$ cat src/rtl/d5m_pkg.sv
// Shared types and constants for the D5M raster transmitter.
package d5m_pkg;

   localparam int DATA_W_DEF = 12;
   localparam int CNT_W_DEF  = 12;

   localparam logic [1:0] PAT_RAMP  = 2'd0;
   localparam logic [1:0] PAT_CHECK = 2'd1;
   localparam logic [1:0] PAT_CONST = 2'd2;
   localparam logic [1:0] PAT_BAYER = 2'd3;

   typedef enum logic [2:0] {
      IDLE,
      FSTART,
      LINE,
      HBLANK,
      FEND,
      VBLANK
   } state_t;

endpackage

$ cat src/rtl/d5m_pattern_gen.sv
// Combinational test-pattern lookup: maps pixel/line position to a pixel value.
module d5m_pattern_gen
   import d5m_pkg::*;
#(
   parameter int DATA_W = DATA_W_DEF,
   parameter int CNT_W  = CNT_W_DEF
) (
   input  logic [1:0]        pattern,
   input  logic [CNT_W-1:0]  pix,
   input  logic [CNT_W-1:0]  line,
   input  logic [DATA_W-1:0] const_val,
   output logic [DATA_W-1:0] pixel
);

   always_comb begin
      pixel = '0;
      case (pattern)
         PAT_RAMP:  pixel = DATA_W'(pix) + DATA_W'(line);
         PAT_CHECK: pixel = {DATA_W{pix[3] ^ line[3]}};
         PAT_CONST: pixel = const_val;
         // Bayer tag: colour-site bits on top, pixel index underneath
         default:   pixel = {line[0], pix[0], pix[DATA_W-3:0]};
      endcase
   end

endmodule

$ cat src/rtl/d5m_frame_gen.sv
// D5M-style raster transmitter: frame/line sequencing FSM with registered
// camera-bus outputs and a per-frame latched geometry/pattern config.
module d5m_frame_gen
   import d5m_pkg::*;
#(
   parameter int DATA_W = DATA_W_DEF,
   parameter int CNT_W  = CNT_W_DEF,
   parameter int P1_CYC = 4,
   parameter int P2_CYC = 4,
   parameter int FCNT_W = 16
) (
   input  logic              pixclk,
   input  logic              reset,
   input  logic              enable,
   input  logic              single_shot,
   input  logic [CNT_W-1:0]  cfg_width,
   input  logic [CNT_W-1:0]  cfg_height,
   input  logic [CNT_W-1:0]  cfg_hblank,
   input  logic [CNT_W-1:0]  cfg_vblank,
   input  logic [1:0]        cfg_pattern,
   input  logic [DATA_W-1:0] cfg_const,
   output logic [DATA_W-1:0] idata,
   output logic              ifval,
   output logic              ilval,
   output logic              frame_start,
   output logic              frame_done,
   output logic              busy,
   output logic              cfg_err,
   output logic [FCNT_W-1:0] frame_cnt
);

   localparam logic [CNT_W-1:0] P1_LAST = CNT_W'(P1_CYC - 1);
   localparam logic [CNT_W-1:0] P2_LAST = CNT_W'(P2_CYC - 1);

   state_t             state_reg, state_next;
   logic [CNT_W-1:0]   pix_reg, pix_next;
   logic [CNT_W-1:0]   line_reg, line_next;
   logic [CNT_W-1:0]   cnt_reg, cnt_next;
   logic               oneshot_reg, oneshot_next;
   logic               cfg_err_reg, cfg_err_next;
   logic               load;

   logic [CNT_W-1:0]   width_reg, height_reg, hblank_reg, vblank_reg;
   logic [1:0]         pattern_reg;
   logic [DATA_W-1:0]  const_reg;

   logic [DATA_W-1:0]  idata_reg;
   logic               ifval_reg, ilval_reg, frame_start_reg, frame_done_reg, busy_reg;
   logic [FCNT_W-1:0]  frame_cnt_reg;

   logic               cfg_ok;
   logic [CNT_W-1:0]   hblank_last, vblank_last;
   logic [DATA_W-1:0]  pixel_val;
   logic               last_fend;

   assign cfg_ok      = (cfg_width != '0) && (cfg_height != '0);
   // Zero blanking collapses to a single cycle so lines and frames stay separated
   assign hblank_last = (hblank_reg == '0) ? '0 : hblank_reg - 1'b1;
   assign vblank_last = (vblank_reg == '0) ? '0 : vblank_reg - 1'b1;
   assign last_fend   = (state_reg == FEND) && (cnt_reg == P2_LAST);

   always_comb begin
      state_next   = state_reg;
      pix_next     = pix_reg;
      line_next    = line_reg;
      cnt_next     = cnt_reg;
      oneshot_next = oneshot_reg;
      cfg_err_next = cfg_err_reg;
      load         = 1'b0;
      case (state_reg)
         IDLE: begin
            if (enable || single_shot) begin
               load         = cfg_ok;
               cfg_err_next = !cfg_ok;
               if (cfg_ok) begin
                  state_next   = FSTART;
                  cnt_next     = '0;
                  oneshot_next = !enable;
               end
            end
         end
         FSTART: begin
            if (cnt_reg == P1_LAST) begin
               state_next = LINE;
               pix_next   = '0;
               line_next  = '0;
            end else begin
               cnt_next = cnt_reg + 1'b1;
            end
         end
         LINE: begin
            if (pix_reg == width_reg - 1'b1) begin
               cnt_next   = '0;
               state_next = (line_reg == height_reg - 1'b1) ? FEND : HBLANK;
            end else begin
               pix_next = pix_reg + 1'b1;
            end
         end
         HBLANK: begin
            if (cnt_reg == hblank_last) begin
               state_next = LINE;
               pix_next   = '0;
               line_next  = line_reg + 1'b1;
            end else begin
               cnt_next = cnt_reg + 1'b1;
            end
         end
         FEND: begin
            if (cnt_reg == P2_LAST) begin
               state_next = VBLANK;
               cnt_next   = '0;
            end else begin
               cnt_next = cnt_reg + 1'b1;
            end
         end
         VBLANK: begin
            if (cnt_reg == vblank_last) begin
               if (enable && !oneshot_reg) begin
                  load         = cfg_ok;
                  cfg_err_next = !cfg_ok;
                  state_next   = cfg_ok ? FSTART : IDLE;
                  cnt_next     = '0;
               end else begin
                  state_next = IDLE;
               end
            end else begin
               cnt_next = cnt_reg + 1'b1;
            end
         end
         default: state_next = IDLE;
      endcase
   end

   d5m_pattern_gen #(
      .DATA_W (DATA_W),
      .CNT_W  (CNT_W)
   ) u_pattern (
      .pattern   (pattern_reg),
      .pix       (pix_reg),
      .line      (line_reg),
      .const_val (const_reg),
      .pixel     (pixel_val)
   );

   always_ff @(posedge pixclk) begin
      if (reset) begin
         state_reg       <= IDLE;
         pix_reg         <= '0;
         line_reg        <= '0;
         cnt_reg         <= '0;
         oneshot_reg     <= 1'b0;
         cfg_err_reg     <= 1'b0;
         width_reg       <= '0;
         height_reg      <= '0;
         hblank_reg      <= '0;
         vblank_reg      <= '0;
         pattern_reg     <= '0;
         const_reg       <= '0;
         idata_reg       <= '0;
         ifval_reg       <= 1'b0;
         ilval_reg       <= 1'b0;
         frame_start_reg <= 1'b0;
         frame_done_reg  <= 1'b0;
         busy_reg        <= 1'b0;
         frame_cnt_reg   <= '0;
      end else begin
         state_reg   <= state_next;
         pix_reg     <= pix_next;
         line_reg    <= line_next;
         cnt_reg     <= cnt_next;
         oneshot_reg <= oneshot_next;
         cfg_err_reg <= cfg_err_next;
         if (load) begin
            width_reg   <= cfg_width;
            height_reg  <= cfg_height;
            hblank_reg  <= cfg_hblank;
            vblank_reg  <= cfg_vblank;
            pattern_reg <= cfg_pattern;
            const_reg   <= cfg_const;
         end
         // Bus outputs are a registered decode of the current state
         ifval_reg       <= (state_reg == FSTART) || (state_reg == LINE) ||
                            (state_reg == HBLANK) || (state_reg == FEND);
         ilval_reg       <= (state_reg == LINE);
         idata_reg       <= (state_reg == LINE) ? pixel_val : '0;
         frame_start_reg <= (state_reg == FSTART) && (cnt_reg == '0);
         frame_done_reg  <= last_fend;
         busy_reg        <= (state_reg != IDLE);
         frame_cnt_reg   <= frame_cnt_reg + FCNT_W'(last_fend);
      end
   end

   assign idata       = idata_reg;
   assign ifval       = ifval_reg;
   assign ilval       = ilval_reg;
   assign frame_start = frame_start_reg;
   assign frame_done  = frame_done_reg;
   assign busy        = busy_reg;
   assign cfg_err     = cfg_err_reg;
   assign frame_cnt   = frame_cnt_reg;

endmodule
$ cat config.mk
export PLATFORM = sky130hd
export DESIGN_NAME = d5m_frame_gen
export DESIGN_NICKNAME = d
export VERILOG_FILES = /design/src/rtl/d5m_pkg.sv /design/src/rtl/d5m_pattern_gen.sv /design/src/rtl/d5m_frame_gen.sv
export SDC_FILE = /design/constraint.sdc
export NUM_CORES = 1
export LEC_CHECK = 0
export ABC_AREA = 1
export ABC_CLOCK_PERIOD_IN_PS = 3700
export CAP_MARGIN = 20
export CORE_UTILIZATION = 39
export DETAILED_ROUTE_END_ITERATION = 8
export PLACE_DENSITY_LB_ADDON = 0.08
export SETUP_SLACK_MARGIN = 0.2
export SYNTH_ARGS = -nofsm -noshare
export SYNTH_HDL_FRONTEND = slang
export SYNTH_HIERARCHICAL = 1
export SYNTH_SLANG_ARGS = --single-unit
$ cat constraint.sdc
create_clock -name pixclk -period 3.7 [get_ports pixclk]
set_clock_uncertainty 0.2 [all_clocks]
set_input_delay 0.925 -clock pixclk [delete_from_list [all_inputs] [get_ports pixclk]]
set_output_delay 0.925 -clock pixclk [all_outputs]
set_load 0.005 [all_outputs]
# Word-level counts from Yosys, hierarchy flattened
# Index checks and enable logic that the tools add are counted.
# word_totals
reg_bits	136
latch_bits	0
ram_bits	0
romBits	0
inputBits	66
out_inout_bits	34
word_cells	121
mem_count	0
# classes
add_sub_neg	9
n_mul	0
div_mod_pow	0
magnitude_cmp	0
n_eq_ne	24
shift	0
mux	37
n_bitwise	2
reduce_logical	30
# op_table
cell	n
two-way mux 12 bit	14
one-hot mux 12 bit (3 select lines)	2
one-hot mux 12 bit (6 select lines)	1
== test 12 bit	4
subtractor 12 x 1 -> 12 bit, second input constant	4
adder 12 x 1 -> 12 bit, second input constant	3
zero test 12 bit	3
two-way mux 3 bit	8
one-hot mux 12 bit (2 select lines)	1
nonzero test 12 bit	2
inequality test 2 bit, second input constant	11
one-hot mux 3 bit (6 select lines)	1
adder 16 x 1 -> 16 bit	1
AND reduction 7 bit	2
adder 12 bit	1
== test 12 x 2 -> 1 bit, second input constant	1
two-way mux 1 bit	8
AND reduction 4 bit	2
== test 3 x 2 -> 1 bit, second input constant	2
== test 3 bit, second input constant	2
AND reduction 3 bit	2
nonzero test 3 bit	2
nonzero test 6 bit	1
logical AND 1 bit	4
13 further kinds	20

# Logic depth before layout (Yosys ltp)
# Gate-level depths: netlist of run 1.
# logic_depth
depth_word	6
ltp_mapped	20
ltp_nobuf	20

# Hierarchy
# The synthesis of run 1 kept the hierarchy.
# modules_own_cells
mod	instances	cells_each	area_each_um2	seq_area_each_um2
d5m_frame_gen	1	1288	7953.9	2722.6
d5m_pattern_gen	1	185	924.6	0.0

# Least setup slack after synthesis of run 1
# No wires, ideal clock.
# synth_timing
kind	flip-flop to flip-flop
from	register cnt_reg[6]
to	register frame_cnt_reg[14], in the netlist frame_cnt[14]
setup_ps	132
arrival_ps	2496
required_time_ps	3368
path_slack_ps	872
path_stages_with_launch	20
n_path_buf	1
synth_period_minus_slack_ps	2828
cell_sequence	dfxtp_1 -> clkbuf_1 -> nor3_1 -> nand4_1 -> nor2_1 -> inv_1 -> nor2_1 -> ha_1 -> ha_1 -> nand2_1 -> nor3_1 -> nand2_1 -> inv_1 -> nand2_1 -> nor4_1 -> nand2_1 -> nor2_1 -> nand2_1 -> nor2_1 -> nor3_1
# synth_between
elab_chain_len	3
# synth_lines
item	line	source
start, declared	d5m_frame_gen.sv:38	logic [CNT_W-1:0] cnt_reg, cnt_next;
start signal, assigned	d5m_frame_gen.sv:170	cnt_reg <= cnt_next;
== test 12 x 2 -> 1 bit	d5m_frame_gen.sv:60	assign last_fend = (state_reg == FEND) && (cnt_reg == P2_LAST);
logical AND 1 bit	d5m_frame_gen.sv:60	
named net last_fend	d5m_frame_gen.sv:54	logic last_fend;
adder 16 x 1 -> 16 bit	d5m_frame_gen.sv:189	frame_cnt_reg <= frame_cnt_reg + FCNT_W'(last_fend);
end signal, assigned	d5m_frame_gen.sv:189	
end, declared	d5m_frame_gen.sv:49	logic [FCNT_W-1:0] frame_cnt_reg;
# The timed path passes the listed nets, and every way through them passes these cells.
# A chain may end at the register's enable or synchronous reset.

# Worst setup path in the final report of run 1
# layout_timing
from	register cnt_reg[9]
to	register frame_cnt_reg[14], in the netlist frame_cnt[14]
# Same word-level chain as after synthesis.

==> results of run 1 <==
stage by stage:
step / std cells / total power (W) / cell area (µm²)
4_1_cts: 1861 / 0.007597 / 10720
6_report: 1863 / 0.007600 / 10770
5_1_grt: 1863 / 0.008351 / 10770
3_3_place_gp: 1829 / 0.005954 / 10170
2_1_floorplan: 1473 / 0.005044 / 8879
3_5_place_dp: 1829 / 0.005975 / 10170
worst max-delay path by stage:
stage | from | endpoint | slack, ps | cells after the start
6_report | cnt_reg[9]$_SDFFE_PP0P_ | frame_cnt[14]$_SDFF_PP0_ | 540 | 20
5_1_grt | cnt_reg[9]$_SDFFE_PP0P_ | frame_cnt[15]$_SDFF_PP0_ | 210 | 20
4_1_cts | cnt_reg[10]$_SDFFE_PP0P_ | frame_cnt[14]$_SDFF_PP0_ | 270 | 20
3_5_place_dp | cfg_width[3] | cnt_reg[11]$_SDFFE_PP0P_ | 150 | 11
3_3_place_gp | cfg_width[3] | cnt_reg[5]$_SDFFE_PP0P_ | 190 | 11
2_1_floorplan | cnt_reg[6]$_SDFFE_PP0P_ | frame_cnt[14]$_SDFF_PP0_ | 870 | 19
final cells by class:
type / instances / area (µm²)
well taps: 280 / 350.3
fillers: 2346 / 11320
clock buffers: 18 / 429.2
repair buffers: 118 / 1179
multi-input cells: 1129 / 5344
inverters: 168 / 630.6
flip-flops and latches: 136 / 2724
clock inverters: 14 / 115.1
repair_timing:
| item | 4_1_cts | 5_1_grt |
|---|---|---|
| resized for setup | 0 | 13 |
| setup buffers | 0 | 2 |
| setup endpoints to repair | 0 | 41 |
kinds of logic (layout without fill, tap and decap cells):
family                   count (synthesis)  in the layout
AO/OA/AOI/OAI                          159            159
XOR/XNOR                                34             34
adder cells (fa/ha/maj)                 22             22
buffers and inverters                  208            318
flip-flops                             136            136
AND/OR/NAND/NOR                        914            914
worst reg2reg max path: stages, from the launching register on:
cell and delay, ps:
dfxtp_1 370, inv_2 110, nand2_1 80, nor3_1 150
nand4_1 190, nor2_2 230, inv_1 80, nor2_1 120
ha_1 190, ha_1 160, nand2_1 100, nor3_2 150
nand2_1 70, inv_1 70, nand2_1 130, nor4_4 200
nand2_1 120, nor2_1 130, nand2_1 60, nor2_1 80
nor3_1 50
layout by cell type (no fill, tap or decap), drive strengths merged:
cell type,instances
o31ai,2
a211oi,1
nand2,378
nor3,17
nor4,9
nand4,39
o22ai,1
clkinvlp,5
a21oi,47
o21a,3
o21ai,95
buf,19
clkdlybuf4s50,99
clkbuf,18
nand3,111
nand3b,12
dfxtp,136
nor2,336
clkinv,4
ha,21
and2,5
a31oi,1
inv,173
a22oi,1
a21boi,1
fa,1
xnor2,11
or2,6
xor2,23
o2111ai,1
nor3b,1
o211ai,1
o21bai,5
power by group through the flow:
stage	Clock [W]	Combinational, W	Sequential (W)
3_5_place_dp	0	0.00378	0.00220
4_1_cts	0.00163	0.00380	0.00217
5_1_grt	0.00169	0.00444	0.00222
6_report	0.00160	0.00383	0.00217
3_3_place_gp	0	0.00376	0.00220
2_1_floorplan	0	0.00297	0.00207
layer usage:
layer | wire, µm | vias to the layer above | track usage
met5 | 0 | - | 0
met4 | 357 | 0 | 0.06253
met3 | 1117 | 23 | 0.03629
met2 | 11130 | 177 | 0.3528
met1 | 12510 | 4101 | 0.3007
li1 | - | 4882 | -
synthesized netlist by cell type (12+ instances only):
cell	n
buf_2	18
nand4_1	37
clkbuf_1	15
dfxtp_1	136
xor2_1	23
nand3_1	106
a21oi_1	45
nand2_1	372
inv_1	164
o21ai_0	94
nand3b_1	12
nor3_1	17
ha_1	21
nor2_1	328
==> run_results.csv, run 1 <==
group,metric,value,unit
run_status,outcome,"finished clean",
pwr,p_seq_frac,0.286,
setup_path,cp_max_fo,6,
setup_path,r2r_slack,540,ps
timing,hold_violations,0,
yosys,synth_compound_area_frac,0.09555,
yosys,ys_seq_area_frac,0.3067,
timing,setup_ws,540.9,ps
clock_network,cts.clk_slew.worst_paths,60,ps
global_route,grt_max_degree,39,
global_route,gr-usage-all-layers,0.2192,
setup_path,cp-start-kind,"flip-flop",
floorplanning,dieArea,23370,µm²
floorplanning,row_count,54,
yosys,yosys_warnings,6,
global_route,antenna_found_initial,0,
timing,timing.fmax,0.3165,GHz
pwr,p_sw,0.003588,W
clock_network,cts-root-buf,"clkbuf_16",
yosys,synth_top_family_by_area,"simple AND/OR/NAND/NOR gates",
min_path,min_path_cells,2,
timing,worst_pin_slew,848.8,ps
placed_design,gp_congestion,0.8816,
cells_and_area,syn_to_final_growth,21.32,%
clock_network,cts-buffers-inserted,17,
yosys,synth-main-ff-cell,"dfxtp_1",
timing,setup_viol,0,
setup_path,critical_path_class,"reg -> reg",
setup_path,crit_path_top_delay_cell,"dfxtp_1",
cells_and_area,nets,1658,
yosys,synthMuxAreaShare,0,
timing,timing.hold.ws,247.6,ps
yosys,synth_edf_count,0,
cells_and_area,utilization,0.4875,
timing,finalCritPeriodShare,0.8538,
detailed_routing,drtAntennaViolNets,0,
yosys,synth.distinct_cells,45,
floorplanning,io-pin-count,100,
yosys,yosys.area.top_type_share,0.3067,
setup_path,arrival,3270,ps
detailed_routing,drt-total-wl,25110,µm
min_path,min_from,"cfg_err$_SDFFE_PP0P_",
setup_path,crit_path_frequent_cell,"nand2_1",
setup_path,worst-path-buf-inv,3,
yosys,synthXorXnorAreaFrac,0.03354,
pwr,vdd_drop_max,0.0003327,V
yosys,postSynthNetCount,1561,
setup_path,reg2reg_from,"cnt_reg[9]$_SDFFE_PP0P_",
timing,tns,0,ps
placed_design,portBuffers,99,
clock_network,clockBufferDepth,2,
yosys,synthCells,1473,
floorplanning,fp.dieW,152.9,µm
timing,slew_violations,0,
timing,rsz0062_at_grt,"no",
cells_and_area,drive_gt1_frac,0.05685,
clock_network,cts_tree,"yes",
timing,period_minus_slack,3159,ps
setup_path,crit_chain,"inv_2 > nand2_1 > nor3_1 > nand4_1 > nor2_2 > inv_1 > nor2_1 > ha_1 > ha_1 > nand2_1 > nor3_2 > nand2_1 > inv_1 > nand2_1 > nor4_4 > nand2_1 > nor2_1 > nand2_1 > nor2_1 > nor3_1",
placed_design,dp_slack,148.1,ps
setup_path,rr_endpoint,"frame_cnt[14]$_SDFF_PP0_",
detailed_routing,vias,9183,
setup_path,max_stage_delay,370,ps
yosys,synth.area.top_cells,"dfxtp_1, nand2_1, nor2_1, inv_1, nand3_1",
clock_network,holdBufCountCts,0,
min_path,hold_path_end,"cfg_err$_SDFFE_PP0P_",
setup_path,path_delay_family,"simple AND/OR/NAND/NOR gates",
clock_network,cts.sinks,136,
setup_path,worstRegToRegCells,20,
yosys,synth_fa_ha_area_frac,0.03185,
yosys,postSynthRegisterBits,136,
floorplanning,start_util,0.4019,
clock_network,htree_num_levels,4,
detailed_routing,via_per_inst,4.929,
cells_and_area,diodes,0,
yosys,avgSynthCellArea,6.028,µm²
detailed_routing,drt-wirelength-per-cell,13.48,µm
yosys,synth_async_sr_flop_share,0,
global_route,grt_pass1_wl,41750,µm
detailed_routing,drc,0,
detailed_routing,first_pass_iters,5,
pwr,p_leak,4.871,nW
floorplanning,die_h,152.9,µm
pwr,internal-power,0.004013,W
timing,max_slew_margin,0.4320,
global_route,grt_pass1_vias,8423,
yosys,yosys.area_share.simple,0.4373,
pwr,sw_frac_of_total,0.4721,
cells_and_area,largest_reg_flops,16,
yosys,yosys.area.top_type,"dfxtp_1",
flow_run,drv_cap,0,
floorplanning,core,22090,µm²
setup_path,cp-end-kind,"flip-flop",
detailed_routing,drtIter0Drc,630,
placed_design,dp_hpwl,18940,µm
pwr,clockPowerShare,0.210,
clock_network,clock_latency,430,ps
global_route,grt.overflow.total,0,
yosys,synth.cell_area,8879,µm²
pwr,pwr_density_cell,705.6,nW/µm²
min_path,hold_path.class,"reg -> reg",
setup_path,required,3810,ps
pwr,combPwrFrac,0.504,
Note: power is estimated with default switching activity, not from simulation.
==> inputs of run 2 (changes only) <==
CTS_BUF_LIST = sky130_fd_sc_hd__clkbuf_2   (was not set)
SLEW_MARGIN = 20   (was not set)
==> run_results.csv, run 2 (synthesis gave the netlist of run 1 again) <==
group,metric,value,unit
run_status,outcome,"finished clean",
global_route,antenna_found_initial,1,
timing,period_minus_slack,3150,ps
pwr,vdd_drop_max,0.0002331,V
timing,max_slew_margin,0.4118,
global_route,gr-usage-all-layers,0.2180,
floorplanning,fp.dieW,152.9,µm
setup_path,worst-path-buf-inv,3,
cells_and_area,nets,1659,
timing,tns,0,ps
clock_network,cts-buffers-inserted,17,
cells_and_area,final_common_cell,"nand2_1",
detailed_routing,first_pass_iters,5,
pwr,p_leak,4.739,nW
global_route,grt.overflow.total,0,
clock_network,cts.clk_slew.worst_paths,240,ps
cells_and_area,drive_gt1_frac,0.05997,
setup_path,critical_path_class,"reg -> reg",
floorplanning,die_h,152.9,µm
clock_network,clock_latency,760,ps
flow_run,drv_cap,0,
timing,hold_violations,0,
floorplanning,dieArea,23370,µm²
detailed_routing,vias,9224,
global_route,grt_pass1_vias,8355,
pwr,power,0.006832,W
global_route,grt_max_degree,39,
timing,slew_violations,0,
setup_path,required,4180,ps
detailed_routing,drt-wirelength-per-cell,13.34,µm
cells_and_area,largest_reg_flops,16,
clock_network,cts_tree,"yes",
setup_path,path_delay_family,"simple AND/OR/NAND/NOR gates",
placed_design,portBuffers,99,
placed_design,dp_hpwl,18940,µm
detailed_routing,via_per_inst,4.946,
global_route,grt_pass1_wl,41450,µm
timing,rsz0062_at_grt,"no",
detailed_routing,drtAntennaViolNets,0,
floorplanning,start_util,0.4019,
setup_path,cp-start-kind,"flip-flop",
setup_path,cp-end-kind,"flip-flop",
clock_network,cts-root-buf,"clkbuf_2",
placed_design,gp_congestion,0.8816,
pwr,pwr_density_cell,653.4,nW/µm²
timing,finalCritPeriodShare,0.8514,
clock_network,clockBufferDepth,2,
setup_path,cp_max_fo,5,
setup_path,crit_path_top_delay_cell,"dfxtp_4",
timing,setup_viol,0,
clock_network,cts.sinks,136,
setup_path,max_stage_delay,410,ps
clock_network,htree_num_levels,4,
setup_path,crit_chain,"inv_1 > nand2_1 > nor3_2 > nand4_1 > nor2_2 > inv_1 > nor2_2 > ha_2 > nand3_1 > nor2_1 > inv_1 > nor2_1 > nand2_1 > nor2_2 > nand4_1 > nor2_2 > nand2_1 > nor2_2 > o21ai_0 > a21oi_1",
floorplanning,io-pin-count,100,
timing,worst_pin_slew,879.1,ps
detailed_routing,drc,0,
cells_and_area,most-common-layout-cells,"nand2_1, nor2_1, inv_1",
floorplanning,core,22090,µm²
min_path,hold_path.class,"reg -> reg",
timing,timing.fmax,0.3174,GHz
setup_path,arrival,3630,ps
floorplanning,row_count,54,
detailed_routing,drtIter0Drc,560,
cells_and_area,syn_to_final_growth,17.77,%
setup_path,crit_path_frequent_cell,"nor2_2",
detailed_routing,drt-total-wl,24880,µm
run 2: final timing paths:
kind	depth (start not counted)	startpoint	slack [ps]	endpoint
min reg2reg	2	cfg_err$_SDFFE_PP0P_	260	cfg_err$_SDFFE_PP0P_
max reg2reg	20	cnt_reg[9]$_SDFFE_PP0P_	550	frame_cnt[15]$_SDFF_PP0_
max	20	cnt_reg[9]$_SDFFE_PP0P_	550	frame_cnt[15]$_SDFF_PP0_
min	2	cfg_err$_SDFFE_PP0P_	260	cfg_err$_SDFFE_PP0P_
run 2: layout make-up:
class	count	area (µm²)
Sequential cell	136	2728
Multi-Input combinational cell	1129	5354
Clock inverter	14	115.1
Timing Repair Buffer	119	1186
Fill cell	2398	11640
Clock buffer	18	90.09
Inverter	168	630.6
Antenna cell	1	2.502
Tap cell	280	350.3
run 2: per-layer routing:
metal  vias to the layer above  track usage  wire length [µm]  share of wire
li1                       4881            -                 -              -
met1                      4136       0.2988             12240           0.49
met2                       177       0.3499             11050           0.44
met3                        30      0.04451              1230          0.049
met4                         0      0.05051               346          0.014
met5                         -            0                 0              0
run 2: what timing repair did:
action,4_1_cts,5_1_grt
endpoints found under the setup margin,0,44
hold buffers,0,0
buffers inserted,0,3
gates resized for setup,0,17
run 2: where the power goes:
group	internal, W	switching [W]
logic	0.00134	0.00249
clock network	0.000193	0.000637
registers	0.00181	0.000364
run 2: through the flow:
| stage | area [µm²] | worst slack, ps | cells | utilization | hold slack, ps |
|---|---|---|---|---|---|
| 5_1_grt | 10460 | 204.3 | 1865 | 0.4733 | 295.3 |
| 3_5_place_dp | 10170 | 148.1 | 1829 | 0.4604 | 242.2 |
| 3_3_place_gp | 10170 | 191.0 | 1829 | 0.4604 | 239.0 |
| 6_report | 10460 | 549.7 | 1865 | 0.4733 | 263.1 |
| 2_1_floorplan | 8879 | 872.5 | 1473 | - | 237.5 |
| 4_1_cts | 10380 | 224.4 | 1861 | 0.4696 | 271.0 |
run 2: worst reg2reg max path, stage by stage, from the launching register on:
cell and delay (ps):
dfxtp_4 410, inv_1 110, nand2_1 100, nor3_2 110, nand4_1 180, nor2_2 230, inv_1 100, nor2_2 110
ha_2 190, nand3_1 120, nor2_1 110, inv_1 60, nor2_1 120, nand2_1 90, nor2_2 160, nand4_1 140
nor2_2 140, nand2_1 90, nor2_2 100, o21ai_0 80, a21oi_1 140
